**src/rtl/flash_adc_pkg.sv**
```systemverilog
// rtl/flash_adc_pkg.sv - shared helpers for the flash ADC thermometer encoder
// Bubble correction and ones-count work on a MAX_M-wide word; callers pass the live comparator count.
package flash_adc_pkg;

  localparam int MAX_M = 255;

  function automatic int M_OF(input int nbits);
    return (1 << nbits) - 1;
  endfunction

  function automatic int ACC_W(input int nbits, input int avg_log);
    return nbits + avg_log;
  endfunction

  // Three-tap majority vote; below bit 0 reads as 1 and above bit m-1 reads as 0.
  function automatic logic [MAX_M-1:0] therm_majority_fix(input logic [MAX_M-1:0] t, input int m);
    logic [MAX_M-1:0] c;
    logic lo;
    logic hi;
    c  = '0;
    lo = 1'b0;
    hi = 1'b0;
    for (int i = 0; i < MAX_M; i++) begin
      if (i < m) begin
        lo   = (i == 0) ? 1'b1 : t[i-1];
        hi   = (i == m - 1) ? 1'b0 : t[i+1];
        c[i] = (lo & t[i]) | (lo & hi) | (t[i] & hi);
      end
    end
    return c;
  endfunction

  function automatic int popcount(input logic [MAX_M-1:0] v);
    int n;
    n = 0;
    for (int i = 0; i < MAX_M; i++) begin
      n += int'(v[i]);
    end
    return n;
  endfunction

endpackage

```
**src/rtl/flash_avg_accum.sv**
```systemverilog
// rtl/flash_avg_accum.sv - block averager over 2^AVG_LOG encoded samples
// AVG_LOG=0 degenerates to a one-cycle delay of the code stream.
module flash_avg_accum
  import flash_adc_pkg::*;
#(
  parameter int NBITS   = 3,
  parameter int AVG_LOG = 2
) (
  input  logic             clk,
  input  logic             rst_n,
  input  logic             avg_clr_i,
  input  logic             code_valid_i,
  input  logic [NBITS-1:0] code_i,
  output logic [NBITS-1:0] avg_out_o,
  output logic             avg_valid_o
);

  logic [NBITS-1:0] avg_q, avg_d;
  logic             av_q, av_d;

  generate
    if (AVG_LOG == 0) begin : g_passthru
      always_comb begin
        avg_d = avg_q;
        av_d  = code_valid_i;
        if (code_valid_i) avg_d = code_i;
      end
    end else begin : g_block
      localparam int AW = ACC_W(NBITS, AVG_LOG);
      logic [AW-1:0]      acc_q, acc_d, sum;
      logic [AVG_LOG-1:0] cnt_q, cnt_d;

      // Clear takes priority over a coincident sample, which is then dropped.
      always_comb begin
        sum   = acc_q + AW'(code_i);
        acc_d = acc_q;
        cnt_d = cnt_q;
        avg_d = avg_q;
        av_d  = 1'b0;
        if (avg_clr_i) begin
          acc_d = '0;
          cnt_d = '0;
        end else if (code_valid_i) begin
          if (cnt_q == {AVG_LOG{1'b1}}) begin
            avg_d = NBITS'(sum >> AVG_LOG);
            av_d  = 1'b1;
            acc_d = '0;
            cnt_d = '0;
          end else begin
            acc_d = sum;
            cnt_d = cnt_q + 1'b1;
          end
        end
      end

      always_ff @(posedge clk or negedge rst_n) begin
        if (!rst_n) begin
          acc_q <= '0;
          cnt_q <= '0;
        end else begin
          acc_q <= acc_d;
          cnt_q <= cnt_d;
        end
      end
    end
  endgenerate

  always_ff @(posedge clk or negedge rst_n) begin
    if (!rst_n) begin
      avg_q <= '0;
      av_q  <= 1'b0;
    end else begin
      avg_q <= avg_d;
      av_q  <= av_d;
    end
  end

  assign avg_out_o   = avg_q;
  assign avg_valid_o = av_q;

endmodule

```
**src/rtl/flash_therm_encoder.sv**
```systemverilog
// rtl/flash_therm_encoder.sv - flash ADC thermometer-to-binary encoder with bubble fix and averaging
// Define FLASH_ENC_ERR_CNT_EN to build the saturating bubble-event counter on err_cnt.
module flash_therm_encoder
  import flash_adc_pkg::*;
#(
  parameter int NBITS   = 3,
  parameter int AVG_LOG = 2,
  parameter int ERR_W   = 8
) (
  input  logic                      clk,
  input  logic                      rst_n,
  input  logic                      sample_en,
  input  logic [M_OF(NBITS)-1:0]    therm_in,
  input  logic                      avg_clr,
  output logic [NBITS-1:0]          code_out,
  output logic                      code_valid,
  output logic                      bubble_flag,
  output logic [NBITS-1:0]          avg_out,
  output logic                      avg_valid,
  output logic [ERR_W-1:0]          err_cnt
);

  localparam int M = M_OF(NBITS);

  logic [M-1:0]     t_q, t_d;
  logic             v1_q, v1_d;
  logic [NBITS-1:0] code_q, code_d;
  logic             bubble_q, bubble_d;
  logic             valid_q, valid_d;
  logic [MAX_M-1:0] fixed;

  assign fixed = therm_majority_fix(MAX_M'(t_q), M);

  always_comb begin
    t_d      = sample_en ? therm_in : t_q;
    v1_d     = sample_en;
    code_d   = code_q;
    bubble_d = bubble_q;
    valid_d  = v1_q;
    if (v1_q) begin
      code_d   = NBITS'(popcount(fixed));
      bubble_d = (fixed[M-1:0] != t_q);
    end
  end

  always_ff @(posedge clk or negedge rst_n) begin
    if (!rst_n) begin
      t_q      <= '0;
      v1_q     <= 1'b0;
      code_q   <= '0;
      bubble_q <= 1'b0;
      valid_q  <= 1'b0;
    end else begin
      t_q      <= t_d;
      v1_q     <= v1_d;
      code_q   <= code_d;
      bubble_q <= bubble_d;
      valid_q  <= valid_d;
    end
  end

  assign code_out    = code_q;
  assign code_valid  = valid_q;
  assign bubble_flag = bubble_q;

  flash_avg_accum #(
    .NBITS   (NBITS),
    .AVG_LOG (AVG_LOG)
  ) u_avg (
    .clk          (clk),
    .rst_n        (rst_n),
    .avg_clr_i    (avg_clr),
    .code_valid_i (valid_q),
    .code_i       (code_q),
    .avg_out_o    (avg_out),
    .avg_valid_o  (avg_valid)
  );

`ifdef FLASH_ENC_ERR_CNT_EN
  logic [ERR_W-1:0] err_q, err_d;

  always_comb begin
    err_d = err_q;
    if (valid_q && bubble_q && (err_q != {ERR_W{1'b1}})) err_d = err_q + 1'b1;
  end

  always_ff @(posedge clk or negedge rst_n) begin
    if (!rst_n) err_q <= '0;
    else        err_q <= err_d;
  end

  assign err_cnt = err_q;
`else
  assign err_cnt = '0;
`endif

endmodule

```
**config.mk**
```make
export PLATFORM = sky130hd
export DESIGN_NAME = flash_therm_encoder
export DESIGN_NICKNAME = d
export VERILOG_FILES = /design/src/rtl/flash_adc_pkg.sv /design/src/rtl/flash_avg_accum.sv /design/src/rtl/flash_therm_encoder.sv
export SDC_FILE = /design/constraint.sdc
export NUM_CORES = 1
export LEC_CHECK = 0
export BUFFER_PORTS_ARGS = -buffer_cell sky130_fd_sc_hd__buf_2
export CORE_ASPECT_RATIO = 0.6
export CORE_MARGIN = 1
export CORE_UTILIZATION = 46
export CTS_BUF_LIST = sky130_fd_sc_hd__clkbuf_16
export DETAILED_ROUTE_END_ITERATION = 10
export PLACE_DENSITY_LB_ADDON = 0.08
export REMOVE_ABC_BUFFERS = 1
export SETUP_SLACK_MARGIN = 0.02
export SLEW_MARGIN = 10
export SYNTH_ARGS = -nofsm -noshare
export SYNTH_HDL_FRONTEND = slang
export SYNTH_SLANG_ARGS = --single-unit
export TNS_END_PERCENT = 30
```
**constraint.sdc**
```tcl
create_clock -name clk -period 4.1 [get_ports clk]
set_input_delay 0 -clock clk [delete_from_list [all_inputs] [get_ports clk]]
set_output_delay 0 -clock clk [all_outputs]
set_load 0.01 [all_outputs]
```
# --- After elaboration in Yosys (flattened, before gate mapping) ---
# Cells that the tools add are included.
# W data, S select, Z words.
op_classes:
  n_addsub: 8
  n_eq_ne: 2
  n_mux: 9
  n_bitwise: 24
  reduce_logical: 2
ops:
  columns: ["cell", "count"]
  rows:
  - ["$mux W5", 3]
  - ["$add A3 B1 Y3", 4]
  - ["$or A1 B1 Y1", 12]
  - ["$and A1 B1 Y1", 11]
  - ["$ne A7 B7 Y1", 1]
  - ["$mux W2", 3]
  - ["$add A5 B3 Y5", 1]
  - ["$add A2 B1 Y3", 1]
  - ["$mux W1", 3]
  - ["$reduce_and A3 Y1", 1]
  - ["$add A1 B1 Y2", 1]
  - ["$add A2 B1 Y2 const B", 1]
  - ["$eq A2 B2 Y1 const B", 1]
  - ["$reduce_bool A2 Y1", 1]
  - ["$not A1 Y1", 1]
totals:
  regBits: 24
  in_bits: 11
  out_inout_bits: 17
  word_cells: 54

# --- Logic depth before layout (Yosys ltp) ---
# Gate-level depths: netlist of run 1.
depth:
  depth_word: 9
  mapped_depth: 10
  ltp_nobuf: 10

# --- Modules after synthesis ---
# A second synthesis of run 1 with hierarchy kept.
unflattened:
  cells_unflattened: 123
  hier_area_um2: 1347.5
by_module_without_submodules:
  columns: ["module", "instances", "cells_per_inst", "area_per_inst_um2", "seq_area_each_um2"]
  rows:
  - ["flash_therm_encoder", 1, 66, 737.0, 325.3]
  - ["flash_avg_accum", 1, 57, 610.6, 275.3]

# --- Worst setup path after synthesis of run 1 ---
# OpenSTA, ideal clock, no wires.
synth_path:
  path_type: "reg2reg"
  startpoint: "register t_q[2]"
  endpoint: "register code_q[2] (netlist: code_out[2])"
  setup_time_ns: 0.125
  arrival_ns: 2.936
  required_time_ns: 3.975
  slack_ns: 1.039
  stages_incl_launch_ff: 9
  cell_sequence: "dfrtp_1 maj3_1 fa_1 inv_1 fa_1 inv_1 fa_1 fa_1 mux2_2"
synth_via:
  elab_chain_len: 9
  word_cells_on_any_way: 16
synth_lines:
  columns: ["item", "line_no", "rtl"]
  rows:
  - ["start: declaration", "flash_therm_encoder.sv:25", "logic [M-1:0] t_q, t_d;"]
  - ["start signal: assignment", "flash_therm_encoder.sv:54", "t_q <= t_d;"]
  - ["$and A1 B1 Y1", "flash_adc_pkg.sv:27", "c[i] = (lo & t[i]) | (lo & hi) | (t[i] & hi);"]
  - ["$or A1 B1 Y1 (2 in series)", "flash_adc_pkg.sv:27", null]
  - ["$add A1 B1 Y2", "flash_adc_pkg.sv:37", "n += int'(v[i]);"]
  - ["$add A2 B1 Y3", "flash_adc_pkg.sv:37", null]
  - ["$add A3 B1 Y3 (*) (4 in series)", "flash_adc_pkg.sv:37", null]
  - ["end signal: assignment", "flash_therm_encoder.sv:56", "code_q <= code_d;"]
  - ["end: declaration", "flash_therm_encoder.sv:27", "logic [NBITS-1:0] code_q, code_d;"]
# Mark *: on every way between the ends. The rest lies on a longest branch, timed or not.
# A chain may end at the register's enable or synchronous reset.

# --- Worst setup path in the final report of run 1 ---
# Same ends and word-level chain as after synthesis.

==> flow_results.xml, run 1 <==
<?xml version="1.0" encoding="UTF-8"?>
<metrics>
  <group name="critical_path">
    <metric name="cells_traversed_along_the_worst_timing_path" unit="">maj3_1, fa_1, inv_1, fa_1, inv_1, fa_1, fa_1, mux2_2</metric>
    <metric name="cp-start-kind" unit="">flip-flop</metric>
    <metric name="critPathArrivalTime" unit="ns">3.30</metric>
    <metric name="max_stage_delay" unit="ns">0.54</metric>
    <metric name="crit_buf_inv" unit="">2</metric>
    <metric name="cp_num_cells" unit="">8</metric>
    <metric name="cpLargestDelayFamily" unit="">adder cells</metric>
    <metric name="length_in_cells_of_the_worst_reg_to_reg_path" unit="">8</metric>
    <metric name="endpoint_kind" unit="">flip-flop</metric>
    <metric name="critical_path_peak_fanout" unit="">7</metric>
    <metric name="critical_path.slowest_cell" unit="">sky130_fd_sc_hd__fa_1</metric>
    <metric name="rr_endpoint" unit="">code_out[2]</metric>
    <metric name="critPathRequiredTime" unit="ns">4.24</metric>
    <metric name="cpMostUsedCell" unit="">sky130_fd_sc_hd__fa_1</metric>
    <metric name="ff2ff_setup_slack" unit="ns">0.93</metric>
    <metric name="crit_type" unit="">reg -&gt; reg</metric>
    <metric name="rr_startpoint" unit="">t_q[2]</metric>
  </group>
  <group name="placed_design">
    <metric name="dp_worst_setup_slack" unit="ns">0.941</metric>
    <metric name="placed_cells" unit="">170</metric>
    <metric name="final_estimated_routing_congestion_in_global_placement" unit="">0.833</metric>
    <metric name="io_buffers" unit="">19</metric>
    <metric name="hpwl_reported_at_the_end_of_detailed_placement" unit="um">1830</metric>
  </group>
  <group name="route">
    <metric name="route.vias.total" unit="">920</metric>
    <metric name="route.final.wire_length" unit="um">2440</metric>
    <metric name="post_drt_wl_per_cell" unit="um">13.3</metric>
    <metric name="viasPerCell" unit="">5.03</metric>
    <metric name="drtPass1Iterations" unit="">5</metric>
    <metric name="number_of_nets_with_antenna_violations_after_detailed_routing" unit="">0</metric>
    <metric name="first_iter_violations" unit="">36</metric>
    <metric name="drcViolationCount" unit="">0</metric>
  </group>
  <group name="clock_tree">
    <metric name="post_cts_resize_count" unit="">0</metric>
    <metric name="cts_hold_repair.buffers" unit="">9</metric>
    <metric name="maximum_level_of_the_cts_h_tree" unit="">1</metric>
    <metric name="clk_pin_slew" unit="ns">0.06</metric>
    <metric name="tritoncts.num_buffers" unit="">3</metric>
    <metric name="tritoncts" unit="">built</metric>
    <metric name="cts.sinks" unit="">24</metric>
    <metric name="clock_tree.root_cell" unit="">sky130_fd_sc_hd__clkbuf_16</metric>
    <metric name="postCtsSetupBuffers" unit="">0</metric>
    <metric name="clk_latency" unit="ns">0.25</metric>
    <metric name="cts-root-to-sink-buffers" unit="">2</metric>
  </group>
  <group name="global_routing">
    <metric name="number_of_global_route_vias_before_repair" unit="">848</metric>
    <metric name="grtUsageTotal" unit="">0.176</metric>
    <metric name="initial_antenna_violation_count" unit="">0</metric>
    <metric name="grt-ovfl-total" unit="">0</metric>
    <metric name="grt_start_max_net_pins" unit="">25</metric>
    <metric name="global_route_wire_length_before_repair" unit="um">4000</metric>
  </group>
  <group name="sta">
    <metric name="tightest_slew" unit="ns">0.538</metric>
    <metric name="maxSlewHeadroom" unit="">0.641</metric>
    <metric name="final.hold.worst_slack" unit="ns">0.0348</metric>
    <metric name="grt_setup_unrepaired" unit="">no</metric>
    <metric name="fin_crit" unit="ns">3.17</metric>
    <metric name="finalSetupViolations" unit="">0</metric>
    <metric name="achievable-frequency" unit="GHz">0.316</metric>
    <metric name="layout_setup_ws" unit="ns">0.935</metric>
    <metric name="slew_violations" unit="">0</metric>
    <metric name="final.setup_skew" unit="ns">0.00211</metric>
    <metric name="fin_crit_sh" unit="">0.772</metric>
    <metric name="timing_hold_violations_final" unit="">0</metric>
    <metric name="final.setup.tns" unit="ns">0</metric>
  </group>
  <group name="final_layout">
    <metric name="finish.cell_count_without_fillers" unit="">183</metric>
    <metric name="layout_commonest_cell" unit="">sky130_fd_sc_hd__dfrtp_1</metric>
    <metric name="area_growth" unit="%">21.5</metric>
    <metric name="diodes" unit="">0</metric>
    <metric name="post_route_core_utilization" unit="">0.615</metric>
    <metric name="final_layout_size_suffix_gt1_frac" unit="">0.225</metric>
    <metric name="finish.net_count" unit="">172</metric>
    <metric name="most-common-layout-cells" unit="">sky130_fd_sc_hd__dfrtp_1, sky130_fd_sc_hd__buf_2, sky130_fd_sc_hd__o21ai_0, sky130_fd_sc_hd__nor2_1</metric>
  </group>
  <group name="synth">
    <metric name="synth.ff_latch_count" unit="">24</metric>
    <metric name="ys.warnings.count" unit="">0</metric>
    <metric name="postSynth.asyncResetShare" unit="">1.00</metric>
    <metric name="synthCells" unit="">123</metric>
    <metric name="synth.cell_area" unit="um2">1320</metric>
    <metric name="synth-main-ff-cell" unit="">sky130_fd_sc_hd__dfrtp_1</metric>
    <metric name="number_of_enable_type_register_cells_in_the_synthesized_netlist" unit="">0</metric>
    <metric name="ys_seq_area_frac" unit="">0.455</metric>
    <metric name="synthesis.area_per_instance" unit="um2">10.7</metric>
    <metric name="synth.lib_cells_used.distinct" unit="">31</metric>
  </group>
  <group name="min_path">
    <metric name="holdCritPathClass" unit="">in -&gt; reg</metric>
    <metric name="holdPathStages" unit="">2</metric>
    <metric name="hp-start" unit="">avg_clr</metric>
    <metric name="destination_of_the_worst_hold_path" unit="">u_avg.g_block.acc_q[0]</metric>
  </group>
  <group name="run_status">
    <metric name="status" unit="">finished, final reports clean</metric>
  </group>
  <group name="floorplan">
    <metric name="start_util" unit="">0.506</metric>
    <metric name="floorplan.io_pins" unit="">28</metric>
    <metric name="fp.dieArea" unit="um2">3090</metric>
    <metric name="chipWidth" unit="um">71.2</metric>
    <metric name="rows" unit="">14</metric>
    <metric name="die-height" unit="um">43.5</metric>
    <metric name="placeableCoreArea" unit="um2">2610</metric>
  </group>
  <group name="flow_run">
    <metric name="drv.max_cap_violation_count" unit="">0</metric>
  </group>
  <group name="pwr">
    <metric name="power.leakage" unit="nW">0.768</metric>
    <metric name="vdd_ir_max" unit="mV">0.257</metric>
    <metric name="pwr_density_cell" unit="nW/um2">540</metric>
  </group>
</metrics>
[Yosys cell counts (2+ instances only)]
master | instances | area (um2)
sky130_fd_sc_hd__o21ai_0 | 10 | 50.1
sky130_fd_sc_hd__ha_1 | 4 | 50.1
sky130_fd_sc_hd__mux2i_1 | 5 | 50.1
sky130_fd_sc_hd__a21oi_1 | 4 | 20.0
sky130_fd_sc_hd__nor2b_1 | 3 | 18.8
sky130_fd_sc_hd__nand2b_1 | 2 | 12.5
sky130_fd_sc_hd__nand3b_1 | 3 | 22.5
sky130_fd_sc_hd__fa_1 | 5 | 100
sky130_fd_sc_hd__xor2_1 | 2 | 17.5
sky130_fd_sc_hd__mux2_2 | 7 | 78.8
sky130_fd_sc_hd__buf_4 | 8 | 60.1
sky130_fd_sc_hd__nand2_1 | 8 | 30.0
sky130_fd_sc_hd__inv_1 | 9 | 33.8
sky130_fd_sc_hd__dfrtp_1 | 24 | 601
sky130_fd_sc_hd__clkbuf_1 | 2 | 7.51
sky130_fd_sc_hd__nor2_1 | 10 | 37.5
sky130_fd_sc_hd__maj3_1 | 3 | 30.0
[final cells by class]
cell class / count / area, um2
clock buffer: 3 / 75.1
timing repair buffer: 28 / 185
fill: 221 / 1010
inverter: 10 / 37.5
tap: 32 / 40.0
clock inverter: 1 / 30.0
multi-input combinational: 85 / 636
sequential: 24 / 601
[flip-flops by register name (all words and copies together), names as in the netlist]
register,flops
code_out,3
u_avg.g_block.cnt_q,2
bubble_flag,1
v1_q,1
code_valid,1
t_q,7
u_avg.avg_valid_o,1
u_avg.avg_out_o,3
u_avg.g_block.acc_q,5
[metrics by stage]
stage	instance area [um2]	total power, mW
after global placement	1410	0.580
final	1600	0.866
after global routing	1600	0.930
after CTS	1600	0.875
after detailed placement	1410	0.592
after floorplan	1270	0.513
[routing by layer]
metal | vias to the layer above | routed length [um] | global-route usage
met5 | - | 0 | 0
met2 | 27 | 1100 | 0.290
met3 | 2 | 94 | 0.0558
met4 | 0 | 8 | 0.0360
li1 | 453 | - | -
met1 | 438 | 1230 | 0.234
[worst max-delay path by stage]
| stage | start | to | slack, ns |
|---|---|---|---|
| 2_1_floorplan | t_q[2] | code_out[2] | 1.04 |
| 3_3_place_gp | t_q[2] | code_out[2] | 1.0 |
| 3_5_place_dp | t_q[2] | code_out[2] | 0.94 |
| 4_1_cts | t_q[2] | code_out[2] | 0.93 |
| 5_1_grt | t_q[2] | code_out[2] | 0.85 |
| 6_report | t_q[2] | code_out[2] | 0.93 |
[where the power goes]
group	internal [mW]	leakage, nW	switching [mW]
Combinational	0.126	0.415	0.136
Clock	0.194	0.0511	0.0789
Sequential	0.285	0.302	0.0456
Total	0.605	0.768	0.261
[kinds of logic (layout without fill, tap and decap cells)]
family | after synthesis | after routing | share of synthesized area
AND/OR/NAND/NOR | 29 | 29 | 0.109
flip-flops | 24 | 24 | 0.455
AO/OA/AOI/OAI | 21 | 21 | 0.0957
buffers and inverters | 21 | 42 | 0.0834
adder cells (fa/ha/maj) | 12 | 12 | 0.136
multiplexers | 12 | 12 | 0.0976
XOR/XNOR | 3 | 3 | 0.0199
other | 1 | 8 | 0.00284
Power figures use the tool's default switching activity.
==> run 2, diff against run 1 <==
--- a/config.mk
+++ b/config.mk
@@ -5,6 +5,7 @@
 export SDC_FILE = /design/constraint.sdc
 export NUM_CORES = 1
 export LEC_CHECK = 0
+export ABC_AREA = 1
 export BUFFER_PORTS_ARGS = -buffer_cell sky130_fd_sc_hd__buf_2
 export CORE_ASPECT_RATIO = 0.6
 export CORE_MARGIN = 1
==> constraint.sdc (replaced) <==
create_clock -name clk -period 3 [get_ports clk]
set_input_delay 0 -clock clk [delete_from_list [all_inputs] [get_ports clk]]
set_output_delay 0 -clock clk [all_outputs]
set_load 0.01 [all_outputs]
==> flow_results.xml, run 2 <==
<?xml version="1.0" encoding="UTF-8"?>
<metrics>
  <group name="sta">
    <metric name="timing_hold_violations_final" unit="">0</metric>
    <metric name="fin_crit" unit="ns">2.86</metric>
    <metric name="fin_crit_sh" unit="">0.952</metric>
    <metric name="grt_setup_unrepaired" unit="">no</metric>
    <metric name="slew_violations" unit="">0</metric>
    <metric name="final.setup_skew" unit="ns">0.00178</metric>
    <metric name="tightest_slew" unit="ns">0.534</metric>
    <metric name="achievable-frequency" unit="GHz">0.350</metric>
    <metric name="finalSetupViolations" unit="">0</metric>
    <metric name="final.setup.tns" unit="ns">0</metric>
    <metric name="maxSlewHeadroom" unit="">0.644</metric>
  </group>
  <group name="synth">
    <metric name="synthCells" unit="">149</metric>
    <metric name="synth.cell_area" unit="um2">1320</metric>
    <metric name="synth.lib_cells_used.distinct" unit="">23</metric>
    <metric name="synth_fa_ha_area_frac" unit="">0.113</metric>
    <metric name="post-synth-top-count-cell" unit="">sky130_fd_sc_hd__nand2_1</metric>
    <metric name="post_synth_mux_area_share" unit="">0.0255</metric>
    <metric name="dominant_cells_by_area_after_synthesis" unit="">sky130_fd_sc_hd__dfrtp_1, sky130_fd_sc_hd__nand2_1, sky130_fd_sc_hd__fa_1</metric>
    <metric name="ys.warnings.count" unit="">0</metric>
    <metric name="synth-main-ff-cell" unit="">sky130_fd_sc_hd__dfrtp_1</metric>
    <metric name="synth.cells.most_frequent" unit="">sky130_fd_sc_hd__nand2_1, sky130_fd_sc_hd__dfrtp_1, sky130_fd_sc_hd__inv_1, sky130_fd_sc_hd__nand3_1</metric>
    <metric name="synth_top_area_cell" unit="">sky130_fd_sc_hd__dfrtp_1</metric>
    <metric name="ys_seq_area_frac" unit="">0.454</metric>
    <metric name="synth_top_family_by_area" unit="">simple AND/OR/NAND/NOR gates</metric>
    <metric name="number_of_enable_type_register_cells_in_the_synthesized_netlist" unit="">0</metric>
    <metric name="synth.ff_latch_count" unit="">24</metric>
    <metric name="synthesis.area_per_instance" unit="um2">8.88</metric>
    <metric name="synthDominantCellAreaShare" unit="">0.454</metric>
    <metric name="synth_compound_gate_area_share" unit="">0.0756</metric>
    <metric name="synth-xor-area-share" unit="">0.00662</metric>
    <metric name="postSynth.asyncResetShare" unit="">1.00</metric>
    <metric name="post_synth_simple_gate_area" unit="">0.216</metric>
  </group>
  <group name="placed_design">
    <metric name="dpl-instance-area" unit="um2">1440</metric>
    <metric name="hpwl_reported_at_the_end_of_detailed_placement" unit="um">2000</metric>
    <metric name="final_estimated_routing_congestion_in_global_placement" unit="">0.782</metric>
    <metric name="io_buffers" unit="">19</metric>
  </group>
  <group name="min_path">
    <metric name="holdCritPathClass" unit="">in -&gt; reg</metric>
  </group>
  <group name="final_layout">
    <metric name="finish.net_count" unit="">208</metric>
    <metric name="largest_registers" unit="">t_q: 7 flops, u_avg.g_block.acc_q: 5 flops</metric>
    <metric name="final_layout_size_suffix_gt1_frac" unit="">0.273</metric>
    <metric name="number_of_flip_flops_in_the_largest_register" unit="">7</metric>
    <metric name="diodes" unit="">0</metric>
    <metric name="layout_commonest_cell" unit="">sky130_fd_sc_hd__nand2_1</metric>
    <metric name="regMostFlops" unit="">t_q</metric>
    <metric name="area_growth" unit="%">26.9</metric>
    <metric name="finalInstanceArea" unit="um2">1680</metric>
    <metric name="most-common-layout-cells" unit="">sky130_fd_sc_hd__nand2_1, sky130_fd_sc_hd__dfrtp_1, sky130_fd_sc_hd__buf_2</metric>
  </group>
  <group name="floorplan">
    <metric name="chipWidth" unit="um">71.3</metric>
    <metric name="floorplan.io_pins" unit="">28</metric>
    <metric name="rows" unit="">14</metric>
    <metric name="start_util" unit="">0.507</metric>
    <metric name="die-height" unit="um">43.6</metric>
    <metric name="placeableCoreArea" unit="um2">2610</metric>
    <metric name="fp.dieArea" unit="um2">3100</metric>
  </group>
  <group name="route">
    <metric name="drtPass1Iterations" unit="">4</metric>
    <metric name="post_drt_wl_per_cell" unit="um">12.2</metric>
    <metric name="viasPerCell" unit="">4.88</metric>
    <metric name="drcViolationCount" unit="">0</metric>
    <metric name="number_of_nets_with_antenna_violations_after_detailed_routing" unit="">0</metric>
    <metric name="route.final.wire_length" unit="um">2680</metric>
    <metric name="route.vias.total" unit="">1069</metric>
    <metric name="first_iter_violations" unit="">63</metric>
  </group>
  <group name="clock_tree">
    <metric name="cts-root-to-sink-buffers" unit="">2</metric>
    <metric name="clk_latency" unit="ns">0.25</metric>
    <metric name="tritoncts" unit="">built</metric>
    <metric name="cts.sinks" unit="">24</metric>
    <metric name="clk_pin_slew" unit="ns">0.06</metric>
    <metric name="maximum_level_of_the_cts_h_tree" unit="">1</metric>
    <metric name="tritoncts.num_buffers" unit="">3</metric>
    <metric name="clock_tree.root_cell" unit="">sky130_fd_sc_hd__clkbuf_16</metric>
  </group>
  <group name="critical_path">
    <metric name="max_stage_delay" unit="ns">0.51</metric>
    <metric name="crit_type" unit="">reg -&gt; reg</metric>
    <metric name="critPathRequiredTime" unit="ns">3.14</metric>
    <metric name="critical_path_peak_fanout" unit="">3</metric>
    <metric name="endpoint_kind" unit="">flip-flop</metric>
    <metric name="cells_traversed_along_the_worst_timing_path" unit="">inv_2, buf_4, a21oi_1, fa_1, inv_1, fa_1, inv_1, fa_2, fa_1, mux2_2</metric>
    <metric name="cpMostUsedCell" unit="">sky130_fd_sc_hd__fa_1</metric>
    <metric name="critPathArrivalTime" unit="ns">2.99</metric>
    <metric name="cp-start-kind" unit="">flip-flop</metric>
    <metric name="critical_path.slowest_cell" unit="">sky130_fd_sc_hd__fa_1</metric>
  </group>
  <group name="run_status">
    <metric name="status" unit="">finished, final reports clean</metric>
  </group>
  <group name="pwr">
    <metric name="power.leakage" unit="nW">0.875</metric>
    <metric name="vdd_ir_max" unit="mV">0.257</metric>
    <metric name="pwr_density_cell" unit="nW/um2">667</metric>
  </group>
  <group name="global_routing">
    <metric name="initial_antenna_violation_count" unit="">0</metric>
    <metric name="grtUsageTotal" unit="">0.194</metric>
    <metric name="number_of_global_route_vias_before_repair" unit="">937</metric>
    <metric name="global_route_wire_length_before_repair" unit="um">4460</metric>
    <metric name="grt_start_max_net_pins" unit="">25</metric>
    <metric name="grt-ovfl-total" unit="">0</metric>
  </group>
  <group name="flow_run">
    <metric name="drv.max_cap_violation_count" unit="">0</metric>
  </group>
</metrics>
run 2: changes by cell type in the layout (fill, tap and decap cells not counted), sizes merged, moves of 3 or more:
cell and delta:
nand2 +33, maj3 -3, mux2i -5, buf +8, inv +10, mux2 -4, nor2b -3, nand3 +10
run 2: stage by stage:
stage               hold slack, ns   util  cells  power [mW]  setup WS [ns]
finish                      0.0267  0.644    219        1.12          0.145
global route                0.0308  0.644    219        1.20        0.00263
CTS                         0.0241  0.639    218        1.13         0.0244
detailed placement          0.0219  0.550    200       0.729        -0.0373
global placement            0.0210  0.550    200       0.714         0.0424
floorplan                   -0.296      -    147       0.628         0.0829
run 2: metal layers:
layer	up-vias	track usage	routed length (um)
li1	529	-	-
met1	489	0.279	1250
met2	49	0.303	1200
met3	2	0.0581	221
met4	0	0.0240	8
met5	-	0	0
run 2: power breakdown:
part | internal (mW) | leakage (nW) | switching (mW)
logic | 0.144 | 0.520 | 0.179
clock network | 0.265 | 0.0511 | 0.108
registers | 0.380 | 0.305 | 0.0447
run 2: critical path, delay by kind of cell (launching register included):
kind,cells,cell delay [ns]
flip-flops,1,0.41
adder cells (fa/ha/maj),4,1.69
multiplexers,1,0.26
buffers and inverters,4,0.32
AO/OA/AOI/OAI,1,0.08
run 2: repair_timing:
| action | 4_1_cts | 5_1_grt |
|---|---|---|
| pin swaps | 0 | 2 |
| resized for setup | 2 | 3 |
| hold buffers | 9 | 0 |
| endpoints found under the hold margin | 32 | 0 |
| buffers inserted | 5 | 1 |
| setup endpoints to repair | 2 | 2 |
run 2: final cells by class:
type                       count  area (um2)
clock buffer                   3        75.1
clock inverter                 1        30.0
inverter                      20        75.1
timing repair buffer          36         245
multi-input combinational    103         614
fill                         225         930
tap                           32        40.0
sequential                    24         601
run 2: final timing paths:
kind / start / end / slack (ns) / cells after the start
worst max-delay path: t_q[2] / code_out[2] / 0.14 / 10
worst min-delay path: avg_clr / u_avg.g_block.cnt_q[1] / 0.03 / 4
worst max register to register: t_q[2] / code_out[2] / 0.14 / 10
worst min register to register: u_avg.avg_out_o[1] / u_avg.avg_out_o[1] / 0.48 / 2
max in group asynchronous: rst_n / u_avg.g_block.acc_q[3] / 2.37 / 2
min in group asynchronous: rst_n / t_q[2] / 0.27 / 2
run 2: cell families (layout without fill, tap and decap cells):
family          Yosys count  in the layout
xor+xnor                  1              1
fa+ha+maj                 9              9
buf+inv                  29             60
mux                       3              3
other cells               1              8
simple gates             63             63
flops                    24             24
compound gates           19             19
